==> src/rtl/glitch_sequencer.sv <==
`default_nettype none
// ============================================================================
// Module  : glitch_sequencer
// Brief   : In-line bus fault injector: delay, N pulses of stuck/xor/random
//           corruption separated by gaps. Optional LFSR: GLITCH_SEQ_LFSR_EN.
// Revision: 1.0 - initial release
// ============================================================================
module glitch_sequencer #(
    parameter int          BIT_LENGTH = 32,
    parameter int          CNT_WIDTH  = 16,
    parameter logic [31:0] LFSR_SEED  = 32'hACE1_2BAD
) (
    input  logic                  clk,
    input  logic                  reset,
    input  logic [BIT_LENGTH-1:0] in,
    output logic [BIT_LENGTH-1:0] out,
    input  logic                  arm,
    input  logic                  trigger,
    input  logic                  abort,
    input  logic [1:0]            mode,
    input  logic [BIT_LENGTH-1:0] value,
    input  logic [CNT_WIDTH-1:0]  delay,
    input  logic [CNT_WIDTH-1:0]  duration,
    input  logic [CNT_WIDTH-1:0]  gap,
    input  logic [7:0]            pulses,
    output logic                  busy,
    output logic                  active,
    output logic                  done
);

    typedef enum logic [2:0] {
        S_IDLE   = 3'd0,
        S_ARMED  = 3'd1,
        S_DELAY  = 3'd2,
        S_GLITCH = 3'd3,
        S_GAP    = 3'd4
    } state_t;

    localparam logic [CNT_WIDTH-1:0] c_CNT_ONE = CNT_WIDTH'(1);

    state_t                r_state;
    logic [1:0]            r_mode;
    logic [BIT_LENGTH-1:0] r_value;
    logic [CNT_WIDTH-1:0]  r_delay;
    logic [CNT_WIDTH-1:0]  r_dur;
    logic [CNT_WIDTH-1:0]  r_gap;
    logic [7:0]            r_pulses;
    logic [CNT_WIDTH-1:0]  r_cnt;
    logic [7:0]            r_left;
    logic                  r_fin;
    logic                  r_done;
    logic [BIT_LENGTH-1:0] r_out;
    logic                  r_active;
    logic [BIT_LENGTH-1:0] w_corrupt;

`ifdef GLITCH_SEQ_LFSR_EN
    localparam logic [31:0] c_LFSR_TAPS = 32'h8020_0003;

    logic [31:0]           r_lfsr;
    logic [BIT_LENGTH-1:0] r_held;
    logic [BIT_LENGTH-1:0] w_lfsr_word;
    logic [BIT_LENGTH-1:0] w_rand_held;
    logic                  w_first;

    genvar gi;
    generate
        for (gi = 0; gi < BIT_LENGTH; gi++) begin : g_lfsr_rep
            assign w_lfsr_word[gi] = r_lfsr[gi % 32];
        end
    endgenerate

    // The counter is reloaded with dur-1 on every pulse entry, so this marks a pulse's first edge
    assign w_first     = (r_cnt == (r_dur - c_CNT_ONE));
    assign w_rand_held = w_first ? w_lfsr_word : r_held;

    always_ff @(posedge clk) begin
        if (reset) begin
            r_lfsr <= LFSR_SEED;
        end else begin
            r_lfsr <= {1'b0, r_lfsr[31:1]} ^ (r_lfsr[0] ? c_LFSR_TAPS : 32'h0);
        end
    end
`endif

    always_comb begin
        w_corrupt = in ^ r_value;
        case (r_mode)
            2'd0:    w_corrupt = r_value;
            2'd1:    w_corrupt = in ^ r_value;
`ifdef GLITCH_SEQ_LFSR_EN
            2'd2:    w_corrupt = w_lfsr_word;
            2'd3:    w_corrupt = w_rand_held;
`endif
            default: w_corrupt = in ^ r_value;
        endcase
    end

    always_ff @(posedge clk) begin
        if (reset) begin
            r_state  <= S_IDLE;
            r_mode   <= '0;
            r_value  <= '0;
            r_delay  <= '0;
            r_dur    <= '0;
            r_gap    <= '0;
            r_pulses <= '0;
            r_cnt    <= '0;
            r_left   <= '0;
            r_fin    <= 1'b0;
            r_done   <= 1'b0;
        end else begin
            r_done <= r_fin && !abort;
            r_fin  <= 1'b0;
            if (abort) begin
                r_state <= S_IDLE;
            end else begin
                case (r_state)
                    S_IDLE: begin
                        if (arm) begin
                            r_mode   <= mode;
                            r_value  <= value;
                            r_delay  <= delay;
                            r_dur    <= (duration == '0) ? c_CNT_ONE : duration;
                            r_gap    <= gap;
                            r_pulses <= (pulses == 8'd0) ? 8'd1 : pulses;
                            r_state  <= S_ARMED;
                        end
                    end
                    S_ARMED: begin
                        if (trigger) begin
                            r_left <= r_pulses;
                            if (r_delay != '0) begin
                                r_cnt   <= r_delay - c_CNT_ONE;
                                r_state <= S_DELAY;
                            end else begin
                                r_cnt   <= r_dur - c_CNT_ONE;
                                r_state <= S_GLITCH;
                            end
                        end
                    end
                    S_DELAY, S_GAP: begin
                        if (r_cnt == '0) begin
                            r_cnt   <= r_dur - c_CNT_ONE;
                            r_state <= S_GLITCH;
                        end else begin
                            r_cnt <= r_cnt - c_CNT_ONE;
                        end
                    end
                    S_GLITCH: begin
                        if (r_cnt != '0) begin
                            r_cnt <= r_cnt - c_CNT_ONE;
                        end else if (r_left == 8'd1) begin
                            r_fin   <= 1'b1;
                            r_state <= S_IDLE;
                        end else begin
                            r_left <= r_left - 8'd1;
                            if (r_gap != '0) begin
                                r_cnt   <= r_gap - c_CNT_ONE;
                                r_state <= S_GAP;
                            end else begin
                                r_cnt <= r_dur - c_CNT_ONE;
                            end
                        end
                    end
                    default: r_state <= S_IDLE;
                endcase
            end
        end
    end

    // Corruption follows the state held before the edge, so an abort edge still corrupts
    always_ff @(posedge clk) begin
        if (reset) begin
            r_out    <= '0;
            r_active <= 1'b0;
`ifdef GLITCH_SEQ_LFSR_EN
            r_held   <= '0;
`endif
        end else begin
            if (r_state == S_GLITCH) begin
                r_out    <= w_corrupt;
                r_active <= 1'b1;
            end else begin
                r_out    <= in;
                r_active <= 1'b0;
            end
`ifdef GLITCH_SEQ_LFSR_EN
            if (r_state == S_GLITCH) begin
                r_held <= w_rand_held;
            end
`endif
        end
    end

    assign out    = r_out;
    assign active = r_active;
    assign done   = r_done;
    assign busy   = (r_state != S_IDLE);

endmodule
`default_nettype wire

==> config.mk <==
export PLATFORM = sky130hd
export DESIGN_NAME = glitch_sequencer
export DESIGN_NICKNAME = d
export VERILOG_FILES = /design/src/rtl/glitch_sequencer.sv
export SDC_FILE = /design/constraint.sdc
export NUM_CORES = 1
export LEC_CHECK = 0
export CAP_MARGIN = 15
export CORE_MARGIN = 3
export CORE_UTILIZATION = 45
export CTS_CLUSTER_SIZE = 25
export DETAILED_ROUTE_END_ITERATION = 10
export HOLD_SLACK_MARGIN = 0.05
export PLACE_DENSITY = 0.72
export SLEW_MARGIN = 15
export SYNTH_ARGS = -nofsm -noshare
export SYNTH_HDL_FRONTEND = slang
export SYNTH_SLANG_ARGS = --single-unit
==> constraint.sdc <==
create_clock -name clk -period 3.4 [get_ports clk]
set_clock_uncertainty 0.2 [all_clocks]
set_input_delay 0.34 -clock clk [delete_from_list [all_inputs] [get_ports clk]]
set_output_delay 0.34 -clock clk [all_outputs]
set_load 0.05 [all_outputs]
## Yosys cells after proc, flatten, opt, wreduce, memory -nomap -nowiden

Index checks and enable logic that the tools add are counted.

- Bits in registers: 152
- Output and inout bits: 35
- Word-level logic and storage cells: 78

- Add/subtract/negate cells: 5
- Equality and inequality tests: 12
- Muxes and demuxes: 25
- Bitwise gates (word level): 3
- Reductions and logical operators: 20

Operators with widths:

| cell | number |
|---|---|
| $mux 16 | 7 |
| $mux 32 | 2 |
| $sub 16x1->16 const B | 4 |
| $pmux 16 s3 | 1 |
| $reduce_bool 16->1 | 3 |
| $logic_not 16->1 | 2 |
| $mux 8 | 4 |
| $xor 32x32->32 | 1 |
| $mux 3 | 6 |
| $pmux 8 s2 | 1 |
| $pmux 3 s4 | 1 |
| $ne 2x2->1 const B | 5 |
| $reduce_and 5->1 | 2 |
| $eq 8x1->1 const B | 1 |
| $logic_not 8->1 | 1 |
| $sub 8x1->8 const B | 1 |
| $eq 3x2->1 const B | 2 |
| $ne 3x3->1 const B | 2 |
| $reduce_bool 3->1 | 2 |
| $reduce_and 4->1 | 1 |
| $reduce_or 2->1 | 2 |
| $reduce_or 4->1 | 1 |
| $eq 3x1->1 const B | 1 |
| $eq 3x3->1 const B | 1 |
| other kinds (8) | 11 |

## Logic depth before layout (Yosys ltp)

Gate-level depths: netlist of run 1.

- Depth after elaboration: 5
- Gate-level depth with buffers: 11
- Mapped depth without buffers: 9

## Least setup slack after synthesis of run 1

No wires, ideal clock.

- Path type: flip-flop to flip-flop
- Start: register r_state[1]
- End: register r_state[0]
- Library setup time: 115 ps
- Arrival: 2,225 ps
- Data required time: 3,085 ps
- Path slack: 861 ps
- Stages on the path, launching flop included: 10
- Buffers on the path: 2
- Cells stage by stage: dfxtp_1 clkbuf_1 or3b_2 o21a_1 clkbuf_1 nor2_1 a21oi_1 o21ai_1 mux2_2 o21a_1

- Word-level cells in the longest chain between the ends: 4

RTL lines:

| what | line | text |
|---|---|---|
| start, declared | 41 | `state_t r_state;` |
| start signal, assigned | 100 | `r_state <= S_IDLE;` |
| start signal, assigned | 115 | `r_state <= S_IDLE;` |
| start signal, assigned | 126 | `r_state <= S_ARMED;` |
| $eq 3x2->1 or $eq 3x3->1 (tied branches) | 117 | `case (r_state)` |
| $reduce_or 2->1 | 117 |  |
| $ne 2x2->1 (no source line) | -- |  |
| $reduce_and 5->1 (no source line) | -- |  |

Several ways; a longest one is shown, not always the timed one.
A chain may end at the register's enable or synchronous reset.

## Worst setup path after layout of run 1

- Start: register r_gap[0]
- End: register r_cnt[9]

- Word-level cells in the longest chain between the ends: 5

RTL lines:

| what | line | text |
|---|---|---|
| start, declared | 46 | `logic [CNT_WIDTH-1:0] r_gap;` |
| start signal, assigned | 124 | `r_gap <= gap;` |
| $sub 16x1->16 or $reduce_bool 16->1 (tied branches) | 158, 157 |  |
| $mux 16 (*) | 157 | `if (r_gap != '0) begin` |
| $mux 16 (*) | 152 | `end else if (r_left == 8'd1) begin` |
| $mux 16 (*) | 150 | `if (r_cnt != '0) begin` |
| $pmux 16 s3 (*) | 117 |  |
| end signal, assigned | 151 | `r_cnt <= r_cnt - c_CNT_ONE;` |
| end signal, assigned | 158 | `r_cnt <= r_gap - c_CNT_ONE;` |
| end signal, assigned | 161 | `r_cnt <= r_dur - c_CNT_ONE;` |
| end, declared | 48 | `logic [CNT_WIDTH-1:0] r_cnt;` |

Mark *: on every way between the ends. The rest lies on a longest branch, timed or not. The select of a mux whose other input is x is not followed.

==> results of run 1 <==
==> worst max path at each step <==
stage / from / endpoint / slack [ns]
3_5_place_dp: r_gap[0]$_SDFFE_PP0P_ / r_cnt[9]$_SDFFE_PP0P_ / 0.42
5_1_grt: r_cnt[0]$_SDFFE_PP0P_ / r_cnt[0]$_SDFFE_PP0P_ / 0.23
4_1_cts: r_gap[0]$_SDFFE_PP0P_ / r_cnt[9]$_SDFFE_PP0P_ / 0.41
3_3_place_gp: r_gap[0]$_SDFFE_PP0P_ / r_cnt[9]$_SDFFE_PP0P_ / 0.36
6_report: r_gap[0]$_SDFFE_PP0P_ / r_cnt[9]$_SDFFE_PP0P_ / 0.32
2_1_floorplan: r_state[1]$_SDFFE_PP0P_ / r_state[0]$_SDFFE_PP0P_ / 0.86
==> cell usage in the layout, fill, tap and decap left out, types with 5 or more instances in the layout <==
master | Yosys | final
a311oi_1 | 8 | 8
a21oi_1 | 118 | 118
nor3b_1 | 7 | 6
ha_1 | 8 | 8
clkdlybuf4s50_1 | 0 | 160
dfxtp_1 | 152 | 152
nor2_1 | 92 | 91
buf_4 | 1 | 12
nand4_1 | 10 | 10
or3_1 | 7 | 7
nor4_1 | 20 | 20
nand2b_1 | 7 | 7
clkbuf_16 | 0 | 17
buf_12 | 0 | 5
xnor2_1 | 58 | 58
nand3_1 | 7 | 7
nor3_1 | 23 | 23
a211oi_1 | 8 | 8
nand2_1 | 271 | 271
xor2_1 | 21 | 21
o21ai_0 | 19 | 19
inv_1 | 15 | 15
a31oi_1 | 6 | 6
o22ai_1 | 14 | 14
a221oi_1 | 5 | 5
or2_2 | 5 | 5
==> power breakdown <==
part	total [mW]	switching [mW]	leakage (nW)	internal, mW
sequential	2.00	0.107	1.24	1.89
combinational	1.53	0.878	2.17	0.651
clock	1.77	0.822	0.262	0.950
==> worst register-to-register path: stages, from the launching register on <==
cell and delay, ns:
dfxtp_1 0.39, inv_1 0.14, ha_1 0.20, or4b_2 0.61
nor4_2 0.43, nand2b_1 0.26, o22ai_1 0.10, or3_1 0.42
a21oi_1 0.16, nor3_1 0.06
==> kinds of logic (layout without fill, tap and decap cells) <==
kind of cell | after synthesis | after routing
and+or+nand+nor | 487 | 487
AOI/OAI and AO/OA | 206 | 206
DFF | 152 | 152
xor gates and xnor gates | 79 | 79
buffers and inverters | 78 | 224
adders and majority gates | 8 | 8
muxes | 1 | 1
==> sequential cells by signal (all words and copies together) (netlist names) <==
signal and cells:
r_delay 16, active 1, r_pulses 8, r_left 8, r_dur 16, r_mode 2
r_gap 16, r_fin 1, r_state 3, r_cnt 16, r_value 32, done 1
out 32
==> cell usage after synthesis (4+ instances only) <==
master	n
and3_1	4
nor4_1	20
dfxtp_1	152
a221oi_1	5
nor2_1	92
nand4_1	10
nor3b_1	7
nand2b_1	7
xor2_1	21
xnor2_1	58
nand2_1	271
clkbuf_1	53
or4_1	4
a311oi_1	8
a211oi_1	8
o22ai_1	14
nand3_1	7
a21oi_1	118
or3_1	7
or2_2	5
nor3_1	23
buf_2	5
ha_1	8
inv_1	15
buf_1	4
o21a_1	4
a31oi_1	6
o21ai_0	19
==> per-layer routing <==
layer / wire length [um] / vias up / global-route usage
met4: 678 / 0 / 0.101
met5: 0 / - / 0
met2: 10300 / 263 / 0.382
li1: - / 3710 / -
met1: 9640 / 3412 / 0.313
met3: 1690 / 49 / 0.0611
==> final cells by class <==
type	instances	area, sq um	share of cell area
timing repair buffer	177	1790	0.180
clock inverter	15	119	0.0119
clock buffer	17	425	0.0427
multi-input combinational	781	4260	0.427
sequential	152	3040	0.305
tap	216	270	0.0271
inverter	15	56.3	0.00565
==> through the flow <==
step                      area, sq um   util  worst slack (ns)
after detailed placement         9420  0.582             0.422
final                            9960  0.616             0.325
after global routing             9960  0.616             0.229
after CTS                        9960  0.616             0.408
after global placement           9420  0.582             0.361
after floorplan                  7590      -             0.861
==> impl_metrics.csv, run 1 <==
group,metric,value,unit
logic_synthesis,syn_avg_cell_area,7.50,sq um
layout,instances_no_fill,1373,
logic_synthesis,synth_ff_type,"dfxtp_1",
floorplanning,start_util,0.469,
setup_path,path_depth,9,
logic_synthesis,yosys.area.top_type,"dfxtp_1",
setup_path,cp-start-kind,"register",
grt,grt_pass1_wl,35500,um
timing,post-route-period-util,0.904,
cts,clk_latency,0.43,ns
logic_synthesis,synth_edf_count,0,
layout,fin_nets,1279,
logic_synthesis,synth-simple-area-share,0.293,
logic_synthesis,netlist_instances,1011,
setup_path,crit_fanout,6,
logic_synthesis,synthAdderAreaFrac,0.0132,
setup_path,rr_worst_depth,9,
layout,nFillCells,1443,
setup_path,r2r_setup_slack,0.32,ns
setup_path,timing.rr.start,"r_gap[0]$_SDFFE_PP0P_",
detailed_routing,wirelength,22300,um
timing,final.min_clock_period,3.08,ns
setup_path,end_kind,"register",
detailed_routing,viasPerCell,5.41,
grt,grt_pass1_vias,7078,
place,dp_hpwl,16200,um
detailed_routing,drtAntennaViolNets,0,
timing,rsz0062_at_grt,"false",
power_and_ir_drop,max-vdd-ir-drop,377,uV
worst_hold_path,holdPathEnd,"r_cnt[6]$_SDFFE_PP0P_",
detailed_routing,vias,7434,
grt,grt_start_max_net_pins,114,
setup_path,required,3.50,ns
logic_synthesis,netlist.area_leader.share,0.401,
logic_synthesis,synth_top_family_by_area,"simple AND/OR/NAND/NOR gates",
place,dpl.cell_count,1341,
floorplanning,die_area,18500,sq um
job,maxCapViolations,0,
grt,grt_use_total,0.241,
floorplanning,chipHeight,136,um
floorplanning,io_pins,162,
logic_synthesis,synthXorXnorAreaFrac,0.0912,
cts,numCtsBuffers,17,
grt,grt_antenna_before_repair,0,
setup_path,cp_top_family,"simple AND/OR/NAND/NOR gates",
logic_synthesis,ys_seq_elements,152,
power_and_ir_drop,power-per-cell-area,532,nW/um^2
timing,worstMarginPinSlew,1.11,ns
logic_synthesis,yosysSeqAreaShare,0.401,
logic_synthesis,async_reset_ff_frac,0,
layout,num_antenna_cells,0,
timing,setup_viol,0,
logic_synthesis,synth_nets,1146,
detailed_routing,route.detailed.drc,0,
timing,hold_ws,0.159,ns
detailed_routing,drt_iter0_drc,650,
cts,cts_resized,0,
setup_path,slowest_delay,0.61,ns
setup_path,r2r-end,"r_cnt[9]$_SDFFE_PP0P_",
place,port_buffers,161,
detailed_routing,first_pass_iters,5,
logic_synthesis,synth_area_leaders,"dfxtp_1 (40%), nand2_1 (13%), a21oi_1 (7.8%)",
worst_hold_path,hp-class,"primary input to register",
setup_path,cp_data_arrival_time,3.17,ns
logic_synthesis,synth.distinct_cells,62,
worst_hold_path,min_path_cells,2,
power_and_ir_drop,finalPower,5.30,mW
timing,hold_viol_final,0,
logic_synthesis,muxShareOfSynthArea,0.00148,
logic_synthesis,synth_compound_area_frac,0.160,
cts,post_cts_buffers,0,
power_and_ir_drop,p_leak,3.67,nW
detailed_routing,routedWlPerCell,16.3,um
cts,cts_tree,"yes",
run_status,outcome,"finished clean",
cts,clock-sinks,152,
timing,fmax,0.325,GHz
timing,slew_violations,0,
cts,cts_hold_buf,0,
logic_synthesis,netlist_area,7590,sq um
setup_path,criticalPathCategory,"register to register",
layout,drive_gt1_frac,0.0657,
timing,setup-tns-final,0,ns
worst_hold_path,hold_start,"reset",
floorplanning,core_area,16200,sq um
cts,h-tree-depth,4,
setup_path,path_buf_inv,1,
layout,area_growth_syn_to_layout,31.3,%
cts,cts_buffer_depth,2,
setup_path,path_cells,"inv_1 -> ha_1 -> or4b_2 -> nor4_2 -> nand2b_1 -> o22ai_1 -> or3_1 -> a21oi_1 -> nor3_1",
floorplanning,num_rows,46,
floorplanning,die_w,136,um
logic_synthesis,yosysWarnings,0,
cts,clkTransAtPathRegs,0.06,ns
setup_path,critPathSlowestCell,"or4b_2",
timing,relSlewSlack,0.257,
grt,grt-ovfl-total,0,
cts,clockRootBuffer,"clkbuf_16",
place,place.gp.congestion,0.965,
Power figures use the tool's default switching activity.
==> run 2, diff against run 1 <==
==> constraint.sdc (replaced) <==
create_clock -name clk -period 3.1 [get_ports clk]
set_clock_uncertainty 0.2 [all_clocks]
set_input_delay 0.31 -clock clk [delete_from_list [all_inputs] [get_ports clk]]
set_output_delay 0.31 -clock clk [all_outputs]
set_load 0.05 [all_outputs]
==> run 2 against run 1 <==
Combinational power grew 16%. Sequential power grew 9%. Clock power grew 21%. Sequential cell count is the same. Non-clock buffer count grew 15. First-iteration DRC count shrank 12%. Clock-buffer cell count grew 1. Total power grew 15%. Register-to-register slack lost 0.16 ns. Via count is essentially flat. Critical path depth shrank 1. Largest cell class unchanged.
==> impl_metrics.csv, run 2 (same netlist as run 1, synthesis figures left out) <==
group,metric,value,unit
floorplanning,start_util,0.469,
place,dp_hpwl,16700,um
detailed_routing,drtAntennaViolNets,0,
timing,worstMarginPinSlew,0.837,ns
power_and_ir_drop,power_frac_comb,0.291,
layout,nFillCells,1467,
layout,final_cell_mix,"nand2_1 (271), clkdlybuf4s50_1 (160), dfxtp_1 (152)",
power_and_ir_drop,finalPower,6.10,mW
cts,cts_buffer_depth,2,
worst_hold_path,min_path_cells,2,
power_and_ir_drop,power-per-cell-area,602,nW/um^2
timing,post-route-period-util,0.946,
timing,hold_viol_final,0,
power_and_ir_drop,seqPwrFrac,0.358,
grt,grt_pass1_vias,6981,
setup_path,end_kind,"register",
grt,grt-ovfl-total,0,
detailed_routing,first_pass_iters,5,
cts,numCtsBuffers,17,
grt,grt_use_met2,0.384,
layout,fin_util,0.627,
floorplanning,die_w,136,um
timing,setup-tns-final,0,ns
detailed_routing,vias,7429,
power_and_ir_drop,netSwitchingFraction,0.322,
grt,grt_use_total,0.246,
detailed_routing,viasPerCell,5.36,
timing,setup_viol,0,
cts,clkTransAtPathRegs,0.06,ns
power_and_ir_drop,p_leak,3.77,nW
job,maxCapViolations,0,
layout,final_common_cell,"nand2_1",
floorplanning,num_rows,46,
timing,relSlewSlack,0.438,
layout,drive_gt1_frac,0.0769,
layout,area_growth_syn_to_layout,33.6,%
floorplanning,die_area,18500,sq um
setup_path,required,3.23,ns
detailed_routing,drt_iter0_drc,570,
cts,h-tree-depth,4,
power_and_ir_drop,pwr-share-clk,0.352,
setup_path,rr_worst_depth,8,
cts,post_cts_buffers,0,
timing,rsz0062_at_grt,"false",
grt,grt_start_max_net_pins,123,
run_status,outcome,"finished clean",
timing,slew_violations,0,
layout,multiInputGateArea,4260,sq um
layout,num_antenna_cells,0,
cts,cts_hold_buf,0,
floorplanning,core_area,16200,sq um
cts,clk_latency,0.43,ns
grt,use_met1,0.319,
worst_hold_path,hp-class,"primary input to register",
layout,fin_nets,1294,
detailed_routing,route.detailed.drc,0,
cts,clockRootBuffer,"clkbuf_16",
grt,globalRoute.busiestLayer,"met2",
power_and_ir_drop,max-vdd-ir-drop,414,uV
setup_path,cp-start-kind,"register",
cts,cts_resized,0,
cts,clock-sinks,152,
setup_path,cp_data_arrival_time,3.07,ns
cts,cts_tree,"yes",
place,dpl.cell_count,1356,
place,port_buffers,161,
detailed_routing,routedWlPerCell,16.4,um
timing,final.min_clock_period,2.93,ns
grt,grt_antenna_before_repair,0,
layout,register_area,3040,sq um
grt,grt_pass1_wl,35800,um
power_and_ir_drop,power.internal,4.14,mW
place,place.gp.congestion,0.947,
setup_path,crit_fanout,4,
detailed_routing,wirelength,22700,um
power_and_ir_drop,p_sw,1.97,mW
floorplanning,io_pins,162,
setup_path,criticalPathCategory,"register to register",
grt,grtUsageMet3,0.0792,
layout,instances_no_fill,1387,
timing,fmax,0.341,GHz
floorplanning,chipHeight,136,um
==> run 2: power groups by stage <==
stage / registers [mW] / clock network [mW] / logic (mW)
3_5_place_dp: 2.22 / 0 / 1.74
5_1_grt: 2.20 / 2.26 / 1.92
2_1_floorplan: 2.28 / 0 / 1.04
6_report: 2.18 / 2.15 / 1.77
3_3_place_gp: 2.22 / 0 / 1.74
4_1_cts: 2.18 / 2.18 / 1.75
==> run 2: stage by stage <==
stage	worst slack [ns]	instance area (sq um)	hold slack (ns)
CTS	0.200	10100	0.0775
global route	0.00188	10100	0.105
detailed placement	0.230	9530	0.220
finish	0.168	10100	0.0844
global placement	0.286	9530	0.215
floorplan	0.561	7590	0.206
==> run 2: metal layers <==
layer	vias up	routed length, um
li1	3748	-
met1	3390	9890
met2	246	10400
met3	45	1810
met4	0	674
met5	-	0
==> run 2: cell type report <==
cell class              count  area share
multi-input cells         781       0.420
flip-flops and latches    152       0.300
repair buffers            192       0.188
clock buffers              18      0.0433
well taps                 216      0.0267
clock inverters            13      0.0165
inverters                  15     0.00555
==> run 2: worst max-delay path, cell delays in order (launching register included) <==
cell and delay (ns):
dfxtp_1 0.32, inv_1 0.13, ha_1 0.23, or4b_1 0.51, nor4_1 0.44, nor3b_1 0.29, xor2_1 0.31, o21ai_0 0.15
a311oi_1 0.26
==> run 2: worst paths after layout <==
| path | start | endpoint | slack (ns) |
|---|---|---|---|
| hold / removal | reset | r_cnt[6]$_SDFFE_PP0P_ | 0.08 |
| setup reg to reg | r_dur[0]$_SDFFE_PP0P_ | r_cnt[14]$_SDFFE_PP0P_ | 0.17 |
| hold reg to reg | r_fin$_SDFF_PP0_ | done$_SDFF_PP0_ | 0.23 |
| setup / recovery | r_dur[0]$_SDFFE_PP0P_ | r_cnt[14]$_SDFFE_PP0P_ | 0.17 |
